`src/rtl/layer_mvm_ctrl_pkg.sv`:
```
// Shared types and width helpers for the matrix-vector layer sequencer.
// LAT is 1 cycle (sync ROM/RAM read), 2 when PIPE_MUL_EN adds a multiplier register.
// No flow control lives here; consumers handle valid/ready.
package mvm_pkg;

    typedef enum logic [2:0] {
        IDLE,
        LOAD,
        ISSUE,
        DRAIN,
        WB,
        DONE
    } state_t;

`ifdef PIPE_MUL_EN
    localparam int LAT = 2;
`else
    localparam int LAT = 1;
`endif

    function automatic int clog2_min1(input int v);
        return (v < 2) ? 1 : $clog2(v);
    endfunction

    // Counter wide enough to hold 0..n inclusive.
    function automatic int cnt_w(input int n);
        return clog2_min1(n + 1);
    endfunction

    function automatic int waddr_w(input int m, input int n);
        return clog2_min1(m * n);
    endfunction

endpackage

```
`src/rtl/layer_mvm_ctrl_if.sv`:
```
// Control/handshake bundle between the layer sequencer and its datapath.
// Purely wires, no latency.
// s_valid/s_ready on the x stream, m_valid/m_ready on the y stream.
interface layer_mvm_ctrl_if #(
    parameter int M = 3,
    parameter int N = 3
);
    localparam int LOGN = mvm_pkg::cnt_w(N);
    localparam int LOGM = mvm_pkg::cnt_w(M);
    localparam int LOGW = mvm_pkg::waddr_w(M, N);

    logic            s_valid;
    logic            s_ready;
    logic            m_ready;
    logic            m_valid;
    logic            wr_en_x;
    logic [LOGN-1:0] addr_x;
    logic [LOGW-1:0] addr_w;
    logic [LOGM-1:0] addr_b;
    logic            clear_acc;
    logic            acc_en;
    logic            out_load;
    logic            busy;

    modport master (
        input  s_valid, m_ready,
        output s_ready, m_valid, wr_en_x, addr_x, addr_w, addr_b,
               clear_acc, acc_en, out_load, busy
    );

    modport slave (
        output s_valid, m_ready,
        input  s_ready, m_valid, wr_en_x, addr_x, addr_w, addr_b,
               clear_acc, acc_en, out_load, busy
    );

endinterface

```
`src/rtl/layer_mvm_ctrl_strobe_dly.sv`:
```
// Delays issue-time first/next flags into clear_acc/acc_en strobes.
// Latency LAT cycles; no backpressure, the sequencer never stalls mid-row.
module mvm_strobe_dly #(
    parameter int LAT = 1
) (
    input  logic i_clk,
    input  logic i_reset,
    input  logic i_first,
    input  logic i_next,
    output logic o_clear_acc,
    output logic o_acc_en
);

    logic [LAT-1:0] r_first;
    logic [LAT-1:0] r_next;

    always_ff @(posedge i_clk or negedge i_reset) begin
        if (!i_reset) begin
            r_first <= '0;
            r_next  <= '0;
        end else begin
            r_first[0] <= i_first;
            r_next[0]  <= i_next;
            for (int i = 1; i < LAT; i++) begin
                r_first[i] <= r_first[i-1];
                r_next[i]  <= r_next[i-1];
            end
        end
    end

    assign o_clear_acc = r_first[LAT-1];
    assign o_acc_en    = r_next[LAT-1];

endmodule

```
`src/rtl/layer_mvm_ctrl.sv`:
```
// Sequencer for y = W*x + b: loads N x words, walks W row by row, hands rows to the out reg.
// Row period N+LAT+1 (LAT=2 with PIPE_MUL_EN defined); strobes LAT cycles after issue.
// x accepted only in IDLE/LOAD; WB stalls while the output slot is full and m_ready is low.
module layer_mvm_ctrl
    import mvm_pkg::*;
#(
    parameter int M = 3,
    parameter int N = 3
) (
    input  logic              i_clk,
    input  logic              i_reset,
    layer_mvm_ctrl_if.master  bus
);

    localparam int LOGN = cnt_w(N);
    localparam int LOGM = cnt_w(M);
    localparam int LOGW = waddr_w(M, N);

    state_t          r_state;
    state_t          w_state_nxt;
    logic            r_run;
    logic [LOGN-1:0] r_col;
    logic [LOGN-1:0] w_col_nxt;
    logic [LOGM-1:0] r_row;
    logic [LOGM-1:0] w_row_nxt;
    logic [1:0]      r_drn;
    logic [1:0]      w_drn_nxt;
    logic            r_m_valid;
    logic            w_m_valid_nxt;
    logic            w_s_ready;
    logic            w_s_hs;
    logic            w_m_hs;
    logic            w_fire;
    logic            w_first;
    logic            w_next;

    // r_run keeps s_ready low until the first clock after reset release.
    always_ff @(posedge i_clk or negedge i_reset) begin
        if (!i_reset) begin
            r_state   <= IDLE;
            r_run     <= 1'b0;
            r_col     <= '0;
            r_row     <= '0;
            r_drn     <= '0;
            r_m_valid <= 1'b0;
        end else begin
            r_state   <= w_state_nxt;
            r_run     <= 1'b1;
            r_col     <= w_col_nxt;
            r_row     <= w_row_nxt;
            r_drn     <= w_drn_nxt;
            r_m_valid <= w_m_valid_nxt;
        end
    end

    always_comb begin
        w_state_nxt = r_state;
        w_col_nxt   = r_col;
        w_row_nxt   = r_row;
        w_drn_nxt   = r_drn;
        w_fire      = 1'b0;
        w_first     = 1'b0;
        w_next      = 1'b0;
        w_s_ready   = r_run && ((r_state == IDLE) || (r_state == LOAD));
        w_s_hs      = w_s_ready && bus.s_valid;
        w_m_hs      = r_m_valid && bus.m_ready;

        case (r_state)
            IDLE: begin
                if (w_s_hs) begin
                    if (N == 1) begin
                        w_state_nxt = ISSUE;
                    end else begin
                        w_state_nxt = LOAD;
                        w_col_nxt   = r_col + LOGN'(1);
                    end
                end
            end
            LOAD: begin
                if (w_s_hs) begin
                    if (r_col == LOGN'(N - 1)) begin
                        w_col_nxt   = '0;
                        w_state_nxt = ISSUE;
                    end else begin
                        w_col_nxt = r_col + LOGN'(1);
                    end
                end
            end
            ISSUE: begin
                w_first = (r_col == '0);
                w_next  = (r_col != '0);
                if (r_col == LOGN'(N - 1)) begin
                    w_state_nxt = DRAIN;
                end else begin
                    w_col_nxt = r_col + LOGN'(1);
                end
            end
            DRAIN: begin
                if (r_drn == 2'(LAT - 1)) begin
                    w_drn_nxt   = '0;
                    w_state_nxt = WB;
                end else begin
                    w_drn_nxt = r_drn + 2'd1;
                end
            end
            WB: begin
                // Column stays at N-1 while waiting so the addresses hold.
                if (!r_m_valid || bus.m_ready) begin
                    w_fire      = 1'b1;
                    w_col_nxt   = '0;
                    w_row_nxt   = r_row + LOGM'(1);
                    w_state_nxt = (r_row == LOGM'(M - 1)) ? DONE : ISSUE;
                end
            end
            DONE: begin
                if (w_m_hs) begin
                    w_state_nxt = IDLE;
                    w_row_nxt   = '0;
                end
            end
            default: w_state_nxt = IDLE;
        endcase

        w_m_valid_nxt = r_m_valid;
        if (w_fire) begin
            w_m_valid_nxt = 1'b1;
        end else if (w_m_hs) begin
            w_m_valid_nxt = 1'b0;
        end
    end

    mvm_strobe_dly #(.LAT(LAT)) u_strobe_dly (
        .i_clk       (i_clk),
        .i_reset     (i_reset),
        .i_first     (w_first),
        .i_next      (w_next),
        .o_clear_acc (bus.clear_acc),
        .o_acc_en    (bus.acc_en)
    );

    assign bus.s_ready  = w_s_ready;
    assign bus.wr_en_x  = w_s_hs;
    assign bus.addr_x   = r_col;
    assign bus.addr_w   = LOGW'(int'(r_row) * N + int'(r_col));
    assign bus.addr_b   = r_row;
    assign bus.out_load = w_fire;
    assign bus.m_valid  = r_m_valid;
    assign bus.busy     = (r_state != IDLE);

endmodule

```
`src/flat_wrapper.sv`:
```
// flat-port wrapper written by rule: the top's interface ports become plain ports
module layer_mvm_ctrl_flat import mvm_pkg::*;
#(
    parameter int M = 3,
    parameter int N = 3
)
  (i_clk, i_reset, bus_s_valid, bus_m_ready, bus_s_ready, bus_m_valid, bus_wr_en_x, bus_addr_x, bus_addr_w, bus_addr_b, bus_clear_acc, bus_acc_en, bus_out_load, bus_busy);
  layer_mvm_ctrl_if #(.M(M), .N(N)) bus_i ();
  input  logic i_clk;
  input  logic i_reset;
  input wire logic [$bits(bus_i.s_valid)-1:0] bus_s_valid;
  input wire logic [$bits(bus_i.m_ready)-1:0] bus_m_ready;
  output wire logic [$bits(bus_i.s_ready)-1:0] bus_s_ready;
  output wire logic [$bits(bus_i.m_valid)-1:0] bus_m_valid;
  output wire logic [$bits(bus_i.wr_en_x)-1:0] bus_wr_en_x;
  output wire logic [$bits(bus_i.addr_x)-1:0] bus_addr_x;
  output wire logic [$bits(bus_i.addr_w)-1:0] bus_addr_w;
  output wire logic [$bits(bus_i.addr_b)-1:0] bus_addr_b;
  output wire logic [$bits(bus_i.clear_acc)-1:0] bus_clear_acc;
  output wire logic [$bits(bus_i.acc_en)-1:0] bus_acc_en;
  output wire logic [$bits(bus_i.out_load)-1:0] bus_out_load;
  output wire logic [$bits(bus_i.busy)-1:0] bus_busy;
  assign bus_i.s_valid = bus_s_valid;
  assign bus_i.m_ready = bus_m_ready;
  assign bus_s_ready = bus_i.s_ready;
  assign bus_m_valid = bus_i.m_valid;
  assign bus_wr_en_x = bus_i.wr_en_x;
  assign bus_addr_x = bus_i.addr_x;
  assign bus_addr_w = bus_i.addr_w;
  assign bus_addr_b = bus_i.addr_b;
  assign bus_clear_acc = bus_i.clear_acc;
  assign bus_acc_en = bus_i.acc_en;
  assign bus_out_load = bus_i.out_load;
  assign bus_busy = bus_i.busy;
  layer_mvm_ctrl #(.M(M), .N(N)) u_core (.i_clk(i_clk), .i_reset(i_reset), .bus(bus_i));
endmodule
```
`config.mk`:
```
export PLATFORM = sky130hd
export DESIGN_NAME = layer_mvm_ctrl_flat
export DESIGN_NICKNAME = d
export VERILOG_FILES = /design/src/rtl/layer_mvm_ctrl_pkg.sv /design/src/rtl/layer_mvm_ctrl_if.sv /design/src/rtl/layer_mvm_ctrl_strobe_dly.sv /design/src/rtl/layer_mvm_ctrl.sv /design/src/flat_wrapper.sv
export SDC_FILE = /design/constraint.sdc
export NUM_CORES = 1
export LEC_CHECK = 0
export BUFFER_PORTS_ARGS = -buffer_cell sky130_fd_sc_hd__buf_2
export CAP_MARGIN = 5
export CORE_MARGIN = 4
export CORE_UTILIZATION = 52
export DETAILED_ROUTE_END_ITERATION = 8
export PLACE_DENSITY = 0.76
export RECOVER_POWER = 50
export SKIP_LAST_GASP = 1
export SLEW_MARGIN = 10
export SYNTH_ARGS = -nofsm -noshare
export SYNTH_HDL_FRONTEND = slang
export SYNTH_SLANG_ARGS = --single-unit
```
`constraint.sdc`:
```
create_clock -name i_clk -period 2.3 [get_ports i_clk]
set_input_delay 0 -clock i_clk [delete_from_list [all_inputs] [get_ports i_clk]]
set_output_delay 0 -clock i_clk [all_outputs]
set_load 0.02 [all_outputs]
```
* Word-level counts from Yosys, hierarchy flattened *
Cells that the tools add are included.

operators by class
  reductions and logical operators = 17
  mux-type cells = 25
  add/subtract/negate cells = 4
  equal/unequal tests = 15
  div/mod/pow operators = 0
  multipliers = 1
  bitwise logic cells = 0
  shift operators = 0
  order comparisons = 0

operator list
  kind                                                                     number
  3-bit 2-to-1 mux                                                         8
  3-bit one-hot mux with 6 select lines                                    1
  2-bit 2-to-1 mux                                                         8
  2-bit by 1-bit inequality test with 1-bit output, second input constant  4
  2-bit inequality test, second input constant                             4
  2-bit one-hot mux with 4 select lines                                    1
  7-bit AND reduction                                                      1
  2-bit by 1-bit adder with 2-bit output, second input constant            3
  3-bit by 2-bit == test with 1-bit output, second input constant          2
  3-bit == test, second input constant                                     2
  1-bit 2-to-1 mux                                                         6
  2-bit nonzero test                                                       3
  5-bit AND reduction                                                      1
  4-bit by 3-bit adder with 4-bit output                                   1
  2-bit == test, second input constant                                     2
  2-bit zero test                                                          2
  2-bit by 2-bit multiplier with 4-bit output, second input constant       1
  2-bit one-hot mux with 2 select lines                                    1
  4-bit nonzero test                                                       1
  3-bit by 1-bit == test with 1-bit output, second input constant          1
  1-bit logical AND                                                        3
  3-bit zero test                                                          1
  3-bit AND reduction                                                      1
  3-bit nonzero test                                                       1
  other kinds (2)                                                          3

word-level totals
  memory bits (writable) = 0
  register bits after elaboration = 13
  memories kept = 0
  ROM bits = 0
  input port bits = 4
  bits in latches = 0

* Longest topological paths before layout *
  depth after elaboration = 6
  gate-level depth with buffers = 6
  mapped depth without buffers = 6

* By module *
Synthesis repeated with hierarchy kept, for this count alone.

unflattened totals
  cells, all modules = 85
  area, all modules = 883.3 um^2

by module, submodules not included
  module          seq. area each (um^2)  instances  area each (um^2)  cells each
  layer_mvm_ctrl  275.3                  1          833.3             83
  mvm_strobe_dly  50.0                   1          50.0              2

* Worst setup path after synthesis *
No wires, ideal clock.

  kind = register -> output
  start = register u_core.r_row[0] (netlist: u_core.bus.addr_b[0])
  end = output bus_addr_w[2]
  buffers on the path = 0
  stages on the path, launching flop included = 6
  arrival = 1,793 ps
  setup slack = 507 ps
  cell sequence = dfrtp_1 > fa_1 > ha_1 > inv_1 > fa_1 > inv_1

on the way
  cells in the longest elaborated chain, start to end = 2

ends and longest elaborated chain
  element                                      RTL line               RTL
  start, declared                              layer_mvm_ctrl.sv:24   logic [LOGM-1:0] r_row;
  start signal, assigned                       layer_mvm_ctrl.sv:50   r_row <= w_row_nxt;
  2-bit by 2-bit multiplier with 4-bit output  layer_mvm_ctrl.sv:144  assign bus.addr_w = LOGW'(int'(r_row) * N + int'(r_col));
  4-bit by 3-bit adder with 4-bit output       layer_mvm_ctrl.sv:144
  end, declared                                flat_wrapper.sv:17     output wire logic [$bits(bus_i.addr_w)-1:0] bus_addr_w;

Every way passes these cells.

* Worst setup path in the final report *
Same ends and word-level chain as after synthesis.

==> results.md <==
- Max-slew violations: 0
- Half-perimeter wire length after placement: ~1400 µm
- DR DRC count: 0
- Setup violators final: 0
- Grt total ovfl: 0
- RSZ-0062 raised after global routing: false
- Routed length per instance: approximately 15 µm
- Vias: about 760
- Yosys reg bits: 13
- Post-route setup slack: around 0.15 ns
- CTS sink count: 13
- All-Layer GR Usage: 0.169
- Yosys warns: 0
- Via density: just under 6
- Ys async rst share: 1.00
- Clk_lat worst skew: between 0.2 and 0.3 ns
- Area leader, netlist: dfrtp_1
- Htree depth: 1
- Fin cells: 130
- Root Driver: clkbuf_4
- CP Data Arrival Time: about 2.2 ns
- Distinct cells, synth: 37
- Clk slew on worst S/H paths: around 0.080 ns
- Part of the power in registers: 0.297
- Synth-to-Final Area Change: 13.1%
- Synth area leaders: dfrtp_1 36%, ha_1 12%, inv_1 5.8%
- Max-Cap Viols: 0
- Clk buf depth: 2
- CTS tree: built
- Port bufs: 18
- Iter 0 DRT Violations: 13
- Top-Level Pins: 19
- Crit path max-delay family: adder cells
- Die span in y: roughly 50 µm
- Mapped Area: around 900 µm²
- Cell area power density: between 1500 and 2000 nW/µm²
- Dpl ws: roughly 0.45 ns
- Tcrit/Tclk final: 0.935
- Largest net degree at the start of global routing: 18
- Dominant synthesized flop cell: dfrtp_1
- Core box area: about 1600 µm²
- Tmin final: ~2.2 ns
- N_diodes: 0
- # placed instances: 125
- Hold Vio Cnt, Final: 0
- Post-synth top cells: 14 x inv_1, 13 x dfrtp_1, 9 x ha_1, 5 x nand2_1, 5 x o21ai_0
- Max Fclk: 465 MHz
- Die Wd: a little under 50 µm
- Int Power: roughly 0.74 mW
- Crit path cell chain: fa_1 -> ha_1 -> inv_1 -> fa_1 -> inv_1 -> buf_2
- Clock skew: 0.00749 ns
- Syn_area_per_cell: between 9 and 10 µm²
- Worst Hold Launch: bus_s_valid
- Startpoint Class: flop
- Sequential area share after synthesis: 0.360
- HP Class: primary input to flop
- Final ANT Viol Nets: 0
- Site Rows: 14
- Pwr Total: around 1.5 mW
- Die area: approximately 2500 µm²
- Sw power: around 0.81 mW
- GP Congestion: 0.837
- Total CTS buffers: 3
- Fraction of layout cells with a size suffix above 1: 0.158
- Net Sw Frac: 0.521
- Critical path origin: u_core.bus.addr_b[0]
- Drt pass-1 iters: 4
- Slowest cell delay on critical path: approximately 0.57 ns
- Synth Net Count: 109
- Post-cts resize count: 0
- Worst-margin pin slew: between 0.7 and 0.8 ns
- Initial antenna violation count: 0
- Static Leakage: 0.514 nW
- First-pass GRT wire length: 3240 µm
- Post-Route WL: roughly 1900 µm
- Most common cell in the netlist: inv_1
- Setup tns final: 0 ns
- WS Path Type: flop to output pin
- Post-synth EDFFs: 0
- Run status: finished clean
- Reg2reg start: u_core.bus.addr_x[0]
- Max_slew headroom: 0.515
- Post-Syn Instances: 94
- WP buf/inv: 3
- Vias in the first global route: between 600 and 700
- Worst-path maximum fanout: 6
- Peak VDD IR: about 0.94 mV
- Share of the synthesized area in the top cell type: 0.360
- Clock Power Share: 0.093
- Initial Utilization: 0.574
- Nature of the critical path endpoint: output pin
- CP max-delay cell: fa_1
- Logic pwr share: 0.611
- CP required: 2.30 ns
- Nets@finish: 130
- Final core utilization: 0.649
cell type report:
cell class,count,area [µm²]
Fill cell,144,553
Multi-Input combinational cell,64,509
Sequential cell,13,325
Timing Repair Buffer,19,90.1
Inverter,14,52.6
Clock buffer,4,26.3
Tap cell,16,20.0
layout by cell type (no fill, tap or decap), drive strengths merged:
cell type	n
nor3	1
o311ai	1
clkbuf	12
dfrtp	13
a22o	1
fa	2
conb	1
a311oi	1
nand3b	1
or3	1
o21ai	6
o21bai	1
nor2	4
o31ai	3
a31oi	2
nor3b	2
mux2	3
mux2i	1
ha	9
a211o	1
nand2	5
inv	14
o2bb2ai	1
o2111ai	1
dlygate4sd3	1
and2	1
a221o	1
and3	1
nand2b	3
o22ai	1
nor2b	2
or3b	1
a22oi	2
buf	10
a21oi	4
registers in the layout, indices dropped and copies added (netlist names):
register and cells:
u_core.r_state 3, u_core.bus.addr_b 2, u_core.bus.addr_x 2, u_core.r_drn 2
u_core.bus.m_valid 1, u_core.r_run 1, u_core.u_strobe_dly.o_acc_en 1, u_core.u_strobe_dly.o_clear_acc 1
power by group through the flow:
stage	registers (mW)	clock network (mW)	logic [mW]
6_report	0.460	0.144	0.946
5_1_grt	0.481	0.162	1.05
4_1_cts	0.456	0.148	0.966
3_5_place_dp	0.461	0	0.958
3_3_place_gp	0.450	0	0.940
2_1_floorplan	0.452	0	0.715
final timing paths:
| kind | endpoint | slack, ns | cells after the start |
|---|---|---|---|
| worst max-delay path | bus_addr_w[2] | 0.15 | 6 |
| worst min-delay path | u_core.r_state[1] | 0.05 | 3 |
| worst max register to register | u_core.bus.addr_b[1] | 0.59 | 6 |
| worst min register to register | u_core.r_drn[1] | 0.55 | 1 |
| max in group asynchronous | u_core.bus.addr_b[1] | 1.55 | 2 |
| min in group asynchronous | u_core.r_drn[0] | 0.29 | 2 |
worst min-delay path, stage by stage:
cell and delay [ns]:
buf_2 0.10, a31oi_1 0.08, o2bb2ai_1 0.12
routing by layer:
layer  vias to the layer above  global-route usage  wire (µm)
met1                       353               0.227        871
met5                         -                   0          0
met3                         6              0.0422        145
met2                        34               0.258        854
li1                        368                   -          -
met4                         0              0.0691         41
logic make-up (layout without fill, tap and decap cells):
logic type	after synthesis	after routing	share of synthesized area
AOI/OAI and AO/OA	26	26	0.202
other	1	1	0.00415
and+or+nand+nor	22	22	0.140
DFF	13	13	0.360
buffers and inverters	17	37	0.0775
adders and majority gates	11	11	0.169
muxes	4	4	0.0484
per-stage QoR:
stage               area (µm²)  hold slack [ns]
finish                    1020           0.0522
global route              1020           0.0581
global placement           997          -0.0978
detailed placement         997          -0.0976
CTS                       1030           0.0449
floorplan                  905           -0.296
what timing repair did:
item                                    4_1_cts  5_1_grt
endpoints found under the setup margin        0        0
hold buffers                                  1        0
buffers inserted                              0        0
endpoints found under the hold margin        13        0
Power figures use the tool's default switching activity.
